`src/rtl/alu_scheduler.sv`:
```
// Two-requester front end for a shared combinational ALU: round-robin grant, multi-pass
// shift sequencing and a held response with valid/ready handshake.
module alu_scheduler #(
  parameter int unsigned NREQ = 2
) (
  input  logic       clk,
  input  logic       rst_n,
  input  logic       req0_valid,
  input  logic       req1_valid,
  output logic       req0_ready,
  output logic       req1_ready,
  input  logic [3:0] req0_mode,
  input  logic [3:0] req1_mode,
  input  logic [7:0] req0_op1,
  input  logic [7:0] req0_op2,
  input  logic [7:0] req1_op1,
  input  logic [7:0] req1_op2,
  output logic [3:0] alu_mode,
  output logic [7:0] alu_op1,
  output logic [7:0] alu_op2,
  input  logic [7:0] alu_result,
  output logic       rsp_valid,
  input  logic       rsp_ready,
  output logic       rsp_id,
  output logic [7:0] rsp_data,
  output logic       busy
);

  if (NREQ != 2) begin : g_bad_nreq
    $error("alu_scheduler supports exactly two requesters");
  end

  localparam logic [3:0] ModeNop = 4'b0000;
  localparam logic [3:0] ModeShl = 4'b0111;
  localparam logic [3:0] ModeShr = 4'b1000;

  typedef enum logic [1:0] {StIdle, StExec, StResp} state_e;

  state_e      r_state;
  state_e      w_state_d;
  logic        r_ptr;
  logic        r_id;
  logic [3:0]  r_mode;
  logic [7:0]  r_op1;
  logic [7:0]  r_op2;
  logic [2:0]  r_cnt;
  logic [7:0]  r_acc;
  logic [7:0]  r_data;

  logic        w_grant0;
  logic        w_grant1;
  logic        w_accept;
  logic        w_shift;
  logic [2:0]  w_n;
  logic        w_last;
  logic [7:0]  w_capture;

  // The pointer only breaks ties; a lone valid requester always wins.
  always_comb begin
    w_grant0 = req0_valid & (~req1_valid | ~r_ptr);
    w_grant1 = req1_valid & (~req0_valid | r_ptr);
    w_accept = (r_state == StIdle) & (w_grant0 | w_grant1);
  end

  always_comb begin
    w_shift   = (r_mode == ModeShl) || (r_mode == ModeShr);
    w_n       = r_op2[2:0];
    w_last    = !w_shift || (w_n == 3'd0) || (r_cnt == w_n - 3'd1);
    // A zero-count shift is a pass-through of the latched operand.
    w_capture = (w_shift && (w_n == 3'd0)) ? r_op1 : alu_result;
  end

  always_comb begin
    w_state_d  = r_state;
    req0_ready = 1'b0;
    req1_ready = 1'b0;
    alu_mode   = ModeNop;
    alu_op1    = 8'h00;
    alu_op2    = 8'h00;
    rsp_valid  = 1'b0;
    unique case (r_state)
      StIdle: begin
        req0_ready = w_grant0;
        req1_ready = w_grant1;
        if (w_accept) w_state_d = StExec;
      end
      StExec: begin
        if (w_shift) begin
          if (w_n == 3'd0) begin
            alu_op1 = r_op1;
          end else begin
            alu_mode = r_mode;
            alu_op1  = (r_cnt == 3'd0) ? r_op1 : r_acc;
          end
        end else begin
          alu_mode = r_mode;
          alu_op1  = r_op1;
          alu_op2  = r_op2;
        end
        if (w_last) w_state_d = StResp;
      end
      StResp: begin
        rsp_valid = 1'b1;
        if (rsp_ready) w_state_d = StIdle;
      end
      default: w_state_d = StIdle;
    endcase
  end

  always_ff @(posedge clk or negedge rst_n) begin
    if (!rst_n) begin
      r_state <= StIdle;
      r_ptr   <= 1'b0;
      r_id    <= 1'b0;
      r_mode  <= 4'h0;
      r_op1   <= 8'h00;
      r_op2   <= 8'h00;
      r_cnt   <= 3'd0;
      r_acc   <= 8'h00;
      r_data  <= 8'h00;
    end else begin
      r_state <= w_state_d;
      if (w_accept) begin
        r_id   <= w_grant1;
        r_ptr  <= ~w_grant1;
        r_mode <= w_grant1 ? req1_mode : req0_mode;
        r_op1  <= w_grant1 ? req1_op1 : req0_op1;
        r_op2  <= w_grant1 ? req1_op2 : req0_op2;
        r_cnt  <= 3'd0;
      end
      if (r_state == StExec) begin
        r_acc <= alu_result;
        r_cnt <= r_cnt + 3'd1;
        if (w_last) r_data <= w_capture;
      end
    end
  end

  assign rsp_id   = r_id;
  assign rsp_data = r_data;
  assign busy     = (r_state != StIdle);

endmodule

```
`config.mk`:
```
export PLATFORM = sky130hd
export DESIGN_NAME = alu_scheduler
export DESIGN_NICKNAME = d
export VERILOG_FILES = /design/src/rtl/alu_scheduler.sv
export SDC_FILE = /design/constraint.sdc
export NUM_CORES = 1
export LEC_CHECK = 0
export ABC_AREA = 0
export BUFFER_PORTS_ARGS = -buffer_cell sky130_fd_sc_hd__buf_2
export CAP_MARGIN = 20
export CORE_MARGIN = 2
export CORE_UTILIZATION = 42
export CTS_BUF_LIST = sky130_fd_sc_hd__clkbuf_8
export DETAILED_ROUTE_END_ITERATION = 10
export PLACE_DENSITY = 0.7
export SYNTH_ARGS = -nofsm -noshare
export SYNTH_HDL_FRONTEND = slang
export SYNTH_SLANG_ARGS = --single-unit
```
`constraint.sdc`:
```
create_clock -name clk -period 5.05 [get_ports clk]
set_input_delay 1.515 -clock clk [delete_from_list [all_inputs] [get_ports clk]]
set_output_delay 1.515 -clock clk [all_outputs]
set_load 0.1 [all_outputs]
```
== Word level (Yosys, flattened, before mapping) ==
Index checks and enable logic that the tools add are counted.

* Add/sub/neg operators: 2
* Equal/unequal tests: 8
* Mux-type cells: 22
* Bitwise gates (word level): 10
* Reductions and logical operators: 12

{| class="wikitable"
|+ Operators by type and width
! kind !! number
|-
| 8-bit 2-to-1 mux || 9
|-
| 4-bit 2-to-1 mux || 4
|-
| 3-bit logical NOT || 2
|-
| 2-bit 2-to-1 mux || 3
|-
| 3-bit 2-to-1 mux || 2
|-
| 2-bit inequality test, second input constant || 3
|-
| 2-bit case mux with 3 select lines || 1
|-
| 4-bit by 3-bit == test with 1-bit output, second input constant || 1
|-
| 4-bit == test, second input constant || 1
|-
| 1-bit NOT || 4
|-
| 2-bit nonzero test || 2
|-
| 3-bit by 1-bit adder with 3-bit output, second input constant || 1
|-
| 1-bit AND || 3
|-
| 3-bit == test || 1
|-
| 1-bit logical OR || 3
|-
| 1-bit 2-to-1 mux || 3
|-
| 1-bit bitwise OR || 3
|-
| 3-bit AND reduction || 1
|-
| 3-bit by 1-bit subtractor with 3-bit output, second input constant || 1
|-
| 2-bit by 1-bit == test with 1-bit output, second input constant || 1
|-
| 2-bit == test, second input constant || 1
|-
| 2-bit logical NOT || 1
|-
| 2-bit AND reduction || 1
|-
| 1-bit logical AND || 1
|-
| 1-bit logical NOT || 1
|}

* Bits in registers: 43
* Bits of input ports: 53
* Output and inout port bits: 33
* Word-level logic and storage cells: 63

== Longest topological paths before layout ==
Gate-level depths: netlist of the first run.

* Word-level depth: 7
* Depth in mapped cells: 6

== Worst setup path after synthesis of the first run ==
OpenSTA, ideal clock, no wires.

* Path kind: in2out
* From: input port req1_valid
* To: output port req0_ready
* Arrival time: 3.866 ns
* Required time: 3.535 ns
* Setup slack: -0.331 ns
* Stages on the path: 1
* Path through: a211oi_1

* Longest elaborated chain between the ends: 4

{| class="wikitable"
|+ Ends and longest elaborated chain
! element !! RTL line !! source
|-
| from (decl) || 9 || <nowiki>input logic req1_valid,</nowiki>
|-
| 1-bit NOT || 60 || <nowiki>w_grant0 = req0_valid & (~req1_valid | ~r_ptr);</nowiki>
|-
| 1-bit bitwise OR || 60 ||
|-
| 1-bit AND || 60 ||
|-
| 1-bit 2-to-1 mux || 81 || <nowiki>unique case (r_state)</nowiki>
|-
| to (decl) || 10 || <nowiki>output logic req0_ready,</nowiki>
|}

No other way between the ends.

== Final worst setup path of the first run ==
* From: register r_mode[2]
* To: output port alu_op1[0]

* Longest elaborated chain between the ends: 4
* Elaborated cells on any way between the ends: 5
* Classes of those cells: eq/ne: 2; mux: 2; reduce/logical: 1

{| class="wikitable"
|+ Ends and longest elaborated chain
! element !! RTL line !! source
|-
| from (decl) || 43 || <nowiki>logic [3:0] r_mode;</nowiki>
|-
| from (signal assigned) || 126 || <nowiki>r_mode <= w_grant1 ? req1_mode : req0_mode;</nowiki>
|-
| 4-bit by 3-bit == test with 1-bit output / 4-bit == test (equally long branches) || 66 || <nowiki>w_shift = (r_mode == ModeShl) || (r_mode == ModeShr);</nowiki>
|-
| 1-bit logical OR (*) || 66 ||
|-
| 8-bit 2-to-1 mux (*) || 88 || <nowiki>if (w_shift) begin</nowiki>
|-
| 8-bit 2-to-1 mux (*) || 81 ||
|-
| to (decl) || 19 || <nowiki>output logic [7:0] alu_op1,</nowiki>
|}

Mark *: on every way between the ends. The rest lies on a longest branch, timed or not.

==> results of run 1 <==
-- cells in the final DEF (no fill, tap or decap), drive strengths merged --
cell type,count
clkinvlp,1
buf,88
nor2,14
mux2i,28
clkinv,1
o22ai,1
a221oi,1
and2,10
nand2,48
mux2,16
nand3,2
clkbuf,5
xor2,2
nand4b,1
dfrtp,43
o31ai,1
a21oi,1
or2,1
nor2b,3
ha,4
nand2b,1
a21boi,1
a211oi,1
nor3,2
or4b,1
xnor2,3
a21o,2
o21ai,26
inv,11
-- layer usage --
layer,GRT usage,up-vias,share of wire
li1,-,952,-
met1,0.2129,871,0.46
met2,0.3052,52,0.48
met3,0.03488,7,0.050
met4,0.05357,0,0.013
met5,0,-,0
-- Yosys cell counts, drive strengths merged, types with 3 or more instances --
| master | count |
|---|---|
| and2 | 10 |
| buf | 3 |
| ha | 4 |
| nand2 | 48 |
| nor2 | 14 |
| o21ai | 26 |
| clkbuf | 8 |
| xnor2 | 3 |
| mux2i | 28 |
| nor2b | 3 |
| inv | 10 |
| mux2 | 16 |
| dfrtp | 43 |
-- flip-flops by register name, indices dropped and copies added, names as in the netlist --
register / count
r_acc: 8
r_op1: 8
r_op2: 8
rsp_data: 8
r_mode: 4
r_cnt: 3
r_state: 2
r_ptr: 1
rsp_id: 1
-- cell families (layout without fill, tap and decap cells) --
family,Yosys count,in the layout
simple gates,83,83
mux,44,44
flops,43,43
compound gates,34,34
buf+inv,21,106
xor+xnor,5,5
fa+ha+maj,4,4
-- area by class of cell --
type | instances | area, um^2 | share of cell area
clock buffers | 5 | 68.82 | 0.02392
clock inverters | 3 | 16.27 | 0.005655
inverters | 10 | 37.54 | 0.01305
multi-input cells | 170 | 1142 | 0.3971
flip-flops and latches | 43 | 1076 | 0.3741
well taps | 70 | 87.58 | 0.03045
repair buffers | 88 | 447.9 | 0.1557
-- worst paths after layout --
kind / from / cells past startpoint / slack (ns) / endpoint
setup / recovery: r_mode[2] / 5 / 0.82 / alu_op1[0]
hold reg to reg: r_op2[5] / 2 / 0.47 / r_op2[5]
min in group asynchronous: rst_n / 1 / 1.36 / r_ptr
setup reg to reg: r_mode[2] / 4 / 2.67 / rsp_data[7]
hold / removal: r_op2[5] / 2 / 0.47 / r_op2[5]
max in group asynchronous: rst_n / 1 / 3.10 / r_cnt[1]
-- worst max-delay path: stages, from the launching register on --
cell and delay [ns]:
dfrtp_1 0.40, or4b_1 0.65, a221oi_4 0.63, mux2i_1 0.15, nor2_1 0.12, buf_2 0.45
-- per-stage QoR --
stage | cell area [um^2] | util | worst slack [ns] | cells
floorplan | 2291 | - | 0.6008 | 234
global placement | 2784 | 0.5382 | 0.9975 | 380
detailed placement | 2784 | 0.5382 | 0.9746 | 380
CTS | 2869 | 0.5547 | 0.7682 | 388
global route | 2877 | 0.5561 | 0.6538 | 389
finish | 2877 | 0.5561 | 0.8241 | 389
==> results.cfg, run 1 <==
[cts]
clk_latency_ns = 0.29
cts_made_buffers = 5
cts_resized = 0
cts.clk_slew.worst_paths_ns = 0.08
clockBufferDepth = 2
cts-hold-fix-buffers = 0
cts_tree = yes
clock_sinks = 43
cts_root_buffer = clkbuf_8
cts_setup_buffers = 0
htree_levels = 2

[placed_design]
dp_hpwl_um = 3482
routabilityCongestion = 0.7786
port_buffers = 85

[route]
viasPerCell = 4.838
drt_iter0_drc = 66
first_pass_iters = 4
drtAntennaViolNets = 0
vias = 1882
drc = 0
avgRoutedWirePerCell_um = 12.45
wl_um = 4842

[sta]
slew_headroom = 0.3354
rsz0062_at_grt = false
finalCriticalPeriod_ns = 4.226
fin_hold_ws_ns = 0.4748
max_freq_mhz = 236.6
finalMaxSlewViolations = 0
setup_viol = 0
hold_viol = 0
fin_skew_ns = 0.008117
tns_ns = 0
fin_crit_sh = 0.8368
worst_pin_slew_ns = 0.9949

[logic_synthesis]
yosys.area_share.simple = 0.1604
yosysSeqAreaShare = 0.4707
synth_cells = 234
synth_top_cell_by_area = dfrtp_1
synth_top_family_by_area = multiplexers
syn_nets = 291
synth_top_area_share = 0.4707
synth_compound_area_frac = 0.09141
synth_edf_count = 0
muxShareOfSynthArea = 0.2014
ys_ff_latch = 43
synth_ff_type = dfrtp_1
synth_cell_types = 30
synth.area.top_cells = dfrtp_1 47%, mux2i_1 12%, mux2_2 7.9%
yosysWarningCount = 0
syn_area_um2 = 2286
synthXorXnorAreaFrac = 0.01916
syn_area_per_cell_um2 = 9.769
synthArstFlopShare = 1.000
synthAdderAreaFrac = 0.02189

[global_routing]
antenna_found_initial = 0
grt_max_degree = 44
grt_first_pass_wirelength_um = 8321
grt_overflow = 0
grt_use_total = 0.1735
grt_pass1_vias = 1899

[hold_path]
min_path_type = reg -> reg

[setup_path]
worstSetupPathType = reg -> out
critical_path_arrival_ns = 2.71
worstSetupStartpointType = register
path_max_fanout = 8
endpoint_kind = primary output
timing.critical_path.required_ns = 3.54

[finish]
diodes = 0
final_nets = 375
syn_to_final_growth_pct = 25.83
fillCellCount = 500
drive_gt1_frac = 0.3699

[floorplan]
die_area_um2 = 6049
floorplan.rows = 26
io_pins = 86
die_w_um = 77.78
core_area_um2 = 5172
initial_core_util = 0.4419
die_h_um = 77.78

[run_status]
status = finished clean

[job]
cap_violations = 0
Power of run 1 is not shown: default switching activity piles up to over one toggle a cycle in this logic, so the estimate is an artifact.
==> run 2, diff against run 1 <==
==> constraint.sdc (replaced) <==
create_clock -name clk -period 4.27 [get_ports clk]
set_input_delay 1.281 -clock clk [delete_from_list [all_inputs] [get_ports clk]]
set_output_delay 1.281 -clock clk [all_outputs]
set_load 0.1 [all_outputs]
==> run 2 against run 1 <==
  * Routed wire length grew 4.7%
  * Utilization rose by 0.82 points
  * Worst setup slack worse by 0.55 ns
  * Sequential share of layout area decreased by 0.55 points
  * Global-route usage up 0.38 points
  * Count of clock-buffer cells in the layout is the same
  * Register-to-register slack worse by 0.86 ns
  * First-iteration DRC count increased by 53%
  * Non-clock buffer count up 2
  * Worst hold slack better by 0.0050 ns
  * Critical endpoint is now alu_op1[6]
  * Highest routed layer unchanged
==> results.cfg, run 2 (same netlist as run 1, synthesis figures left out) <==
[cts]
cts-hold-fix-buffers = 0
clockBufferDepth = 2
cts_root_buffer = clkbuf_8
cts.clk_slew.worst_paths_ns = 0.08
cts_tree = yes
clk_latency_ns = 0.29
cts_setup_buffers = 0
htree_levels = 2
cts_made_buffers = 5
cts_resized = 0
clock_sinks = 43

[global_routing]
grt_first_pass_wirelength_um = 8521
grt_max_degree = 44
antenna_found_initial = 0
grt_use_total = 0.1773
grt_overflow = 0
grt_pass1_vias = 1908

[floorplan]
die_w_um = 77.78
core_area_um2 = 5172
io_pins = 86
die_area_um2 = 6049
initial_core_util = 0.4419
die_h_um = 77.78
floorplan.rows = 26

[setup_path]
timing.critical_path.required_ns = 2.99
crit_family = simple AND/OR/NAND/NOR gates
cp_cell_sequence = or4b_1 -> a221oi_4 -> mux2i_1 -> nor2_1 -> buf_2
cp-startpoint = r_mode[2]
worstSetupPathType = reg -> out
slowest_stage = or4b_1
worstSetupStartpointType = register
timing.critical_path.buf_inv = 1
endpoint_kind = primary output
path_max_fanout = 8
critical_path_arrival_ns = 2.72
r2r-start = r_op2[0]
max_stage_delay_ns = 0.66

[route]
viasPerCell = 4.893
wl_um = 5069
vias = 1913
drc = 0
first_pass_iters = 4
drt_iter0_drc = 101
avgRoutedWirePerCell_um = 12.96
drtAntennaViolNets = 0

[sta]
worst_pin_slew_ns = 1.101
finalCriticalPeriod_ns = 3.998
slew_headroom = 0.2662
finalMaxSlewViolations = 0
fin_skew_ns = 0.005732
max_freq_mhz = 250.1
hold_viol = 0
fin_hold_ws_ns = 0.4798
fin_crit_sh = 0.9364
rsz0062_at_grt = false
tns_ns = 0
setup_viol = 0

[placed_design]
routabilityCongestion = 0.7911
placed_area_um2 = 2806
dp_hpwl_um = 3748
port_buffers = 85

[finish]
drive_gt1_frac = 0.3769
mostFrequentLayoutCell = buf_2
syn_to_final_growth_pct = 27.70
postLayoutCellArea_um2 = 2919
layout_common_cells = 85 x buf_2, 48 x nand2_1, 43 x dfrtp_1
diodes = 0
post-route-util = 0.5643
fillCellCount = 492
final_nets = 377

[hold_path]
min_path_type = reg -> reg
min-delay-start = r_op2[4]

[job]
cap_violations = 0

[run_status]
status = finished clean
## run 2: worst paths after layout
path / end / slack, ns / cells past startpoint
worst max-delay path: alu_op1[6] / 0.27 / 5
worst min-delay path: r_op2[4] / 0.48 / 2
worst max register to register: rsp_data[6] / 1.81 / 6
worst min register to register: r_op2[4] / 0.48 / 2
max in group asynchronous: rsp_data[4] / 2.54 / 1
min in group asynchronous: r_op2[7] / 1.14 / 1
## run 2: layout make-up
type / instances / area (um^2) / share of cell area
multi-input combinational: 170 / 1142 / 0.3913
sequential: 43 / 1076 / 0.3686
timing repair buffer: 90 / 462.9 / 0.1586
tap: 70 / 87.58 / 0.03000
clock buffer: 5 / 68.82 / 0.02357
clock inverter: 3 / 43.79 / 0.01500
inverter: 10 / 37.54 / 0.01286
## run 2: metal layers
metal,wire length [um],vias to the layer above,track usage,share of wire
met4,43,0,0.04107,0.0085
li1,-,960,-,-
met5,0,-,0,0
met3,255,4,0.03953,0.050
met2,2516,55,0.3112,0.50
met1,2253,894,0.2214,0.44
## run 2: stage by stage
step                      setup WS [ns]  std cells
after detailed placement         0.5666        383
after global routing             0.1042        391
after CTS                        0.2389        391
after global placement           0.5931        383
after floorplan                 0.05476        234
final                            0.2716        391
## run 2: worst min-delay path, delay by kind of cell (launching register included)
kind / cells / cell delay (ns)
AO/OA/AOI/OAI: 1 / 0.06
AND/OR/NAND/NOR: 1 / 0.04
flip-flops: 1 / 0.35
Power of run 2 is left out for the same reason.
==> run 3, diff against run 2 <==
--- a/config.mk
+++ b/config.mk
@@ -8,11 +8,13 @@
 export ABC_AREA = 0
 export BUFFER_PORTS_ARGS = -buffer_cell sky130_fd_sc_hd__buf_2
 export CAP_MARGIN = 20
+export CELL_PAD_IN_SITES_DETAIL_PLACEMENT = 1
+export CELL_PAD_IN_SITES_GLOBAL_PLACEMENT = 2
 export CORE_MARGIN = 2
-export CORE_UTILIZATION = 42
+export CORE_UTILIZATION = 30
 export CTS_BUF_LIST = sky130_fd_sc_hd__clkbuf_8
 export DETAILED_ROUTE_END_ITERATION = 10
-export PLACE_DENSITY = 0.7
+export PLACE_DENSITY_LB_ADDON = 0.1
 export SYNTH_ARGS = -nofsm -noshare
 export SYNTH_HDL_FRONTEND = slang
 export SYNTH_SLANG_ARGS = --single-unit
==> run 3 against run 2 <==
  * Count of clock-buffer cells in the layout stayed put
  * Register-to-register slack better by 0.25 ns
  * Largest cell class unchanged
  * Critical path type unchanged
  * Critical path depth stayed put
  * Worst hold slack worse by 0.0012 ns
  * Non-clock buffer count is 1 higher
  * Critical endpoint is now alu_op1[0]
==> results.cfg, run 3 (same netlist as run 1, synthesis figures left out) <==
[run_status]
status = finished clean

[sta]
worst_pin_slew_ns = 0.9614
finalCriticalPeriod_ns = 4.020
finalMaxSlewViolations = 0
fin_skew_ns = 0.01083
rsz0062_at_grt = false
fin_crit_sh = 0.9415
setup_viol = 0
hold_viol = 0
tns_ns = 0
max_freq_mhz = 248.7
slew_headroom = 0.3566

[route]
viasPerCell = 4.555
drc = 0
vias = 1913
drtAntennaViolNets = 0
drt_iter0_drc = 21
wl_um = 5823
first_pass_iters = 4
avgRoutedWirePerCell_um = 13.86

[cts]
cts_made_buffers = 5
clock_sinks = 43
cts_root_buffer = clkbuf_8
clockBufferDepth = 2
cts_resized = 0
htree_levels = 2
cts-hold-fix-buffers = 0
cts_setup_buffers = 0
cts.clk_slew.worst_paths_ns = 0.08
clk_latency_ns = 0.30
cts_tree = yes

[finish]
fillCellCount = 879
drive_gt1_frac = 0.3738
regArea_um2 = 1076
multi_input_area_um2 = 1157
layout_common_cells = 85 x buf_2, 48 x nand2_1, 43 x dfrtp_1
mostFrequentLayoutCell = buf_2
post-route-util = 0.4066
postLayoutCellArea_um2 = 2980
diodes = 0
syn_to_final_growth_pct = 30.38
final_nets = 378

[setup_path]
r2r-end = rsp_data[4]
path_max_fanout = 8
reg2reg_setup_slack_ns = 2.06
crit_end = alu_op1[0]
endpoint_kind = primary output
worstSetupPathType = reg -> out
cp-startpoint = r_mode[2]
timing.critical_path.required_ns = 2.99
worstSetupStartpointType = register
ff2ff_path_depth = 5
critical_path_arrival_ns = 2.74
r2r-start = r_mode[2]

[global_routing]
grt_max_degree = 44
grt_overflow = 0
grt_first_pass_wirelength_um = 9804
grt_pass1_vias = 1984
grt_use_total = 0.1486
antenna_found_initial = 0

[floorplan]
die_area_um2 = 8334
initial_core_util = 0.3118
die_h_um = 91.29
io_pins = 86
floorplan.rows = 31
core_area_um2 = 7331
die_w_um = 91.29

[hold_path]
min_path_type = reg -> reg

[placed_design]
port_buffers = 85
routabilityCongestion = 0.6652
placed_area_um2 = 2858
dp_hpwl_um = 4214

[job]
cap_violations = 0
## run 3: worst min path at each step
stage,start,to,slack (ns),depth (start not counted)
2_1_floorplan,r_op2[3],r_op2[3],0.44,2
3_3_place_gp,r_op2[5],r_op2[5],0.45,2
3_5_place_dp,r_op2[4],r_op2[4],0.46,2
4_1_cts,r_op2[4],r_op2[4],0.48,2
5_1_grt,r_op2[3],r_op2[3],0.51,2
6_report,r_op2[4],r_op2[4],0.48,2
## run 3: area by class of cell
cell class	instances	area share
multi-input combinational	170	0.3883
sequential	43	0.3610
timing repair buffer	91	0.1620
tap	99	0.04156
clock buffer	5	0.02309
inverter	10	0.01259
clock inverter	2	0.01134
## run 3: layer usage
layer  track usage  vias up  share of wire
met3       0.03568        5          0.050
met1        0.1910      900           0.46
met4       0.03409        0         0.0079
met2        0.2531       48           0.49
li1              -      960              -
met5             0        -              0
## run 3: per-stage QoR
step / instances / hold WS (ns) / setup WS, ns
CTS: 419 / 0.4837 / 0.1689
finish: 420 / 0.4786 / 0.2498
detailed placement: 412 / 0.4642 / 0.5136
global placement: 412 / 0.4526 / 0.5466
global route: 420 / 0.5116 / 0.03048
floorplan: 234 / 0.4418 / 0.05476
## run 3: worst max-delay path, stage by stage, from the launching register on
cell and delay, ns:
dfrtp_1 0.41, or4b_1 0.66, a221oi_4 0.66, mux2i_1 0.16
nor2_1 0.12, buf_2 0.44
Power of run 3 is left out for the same reason.
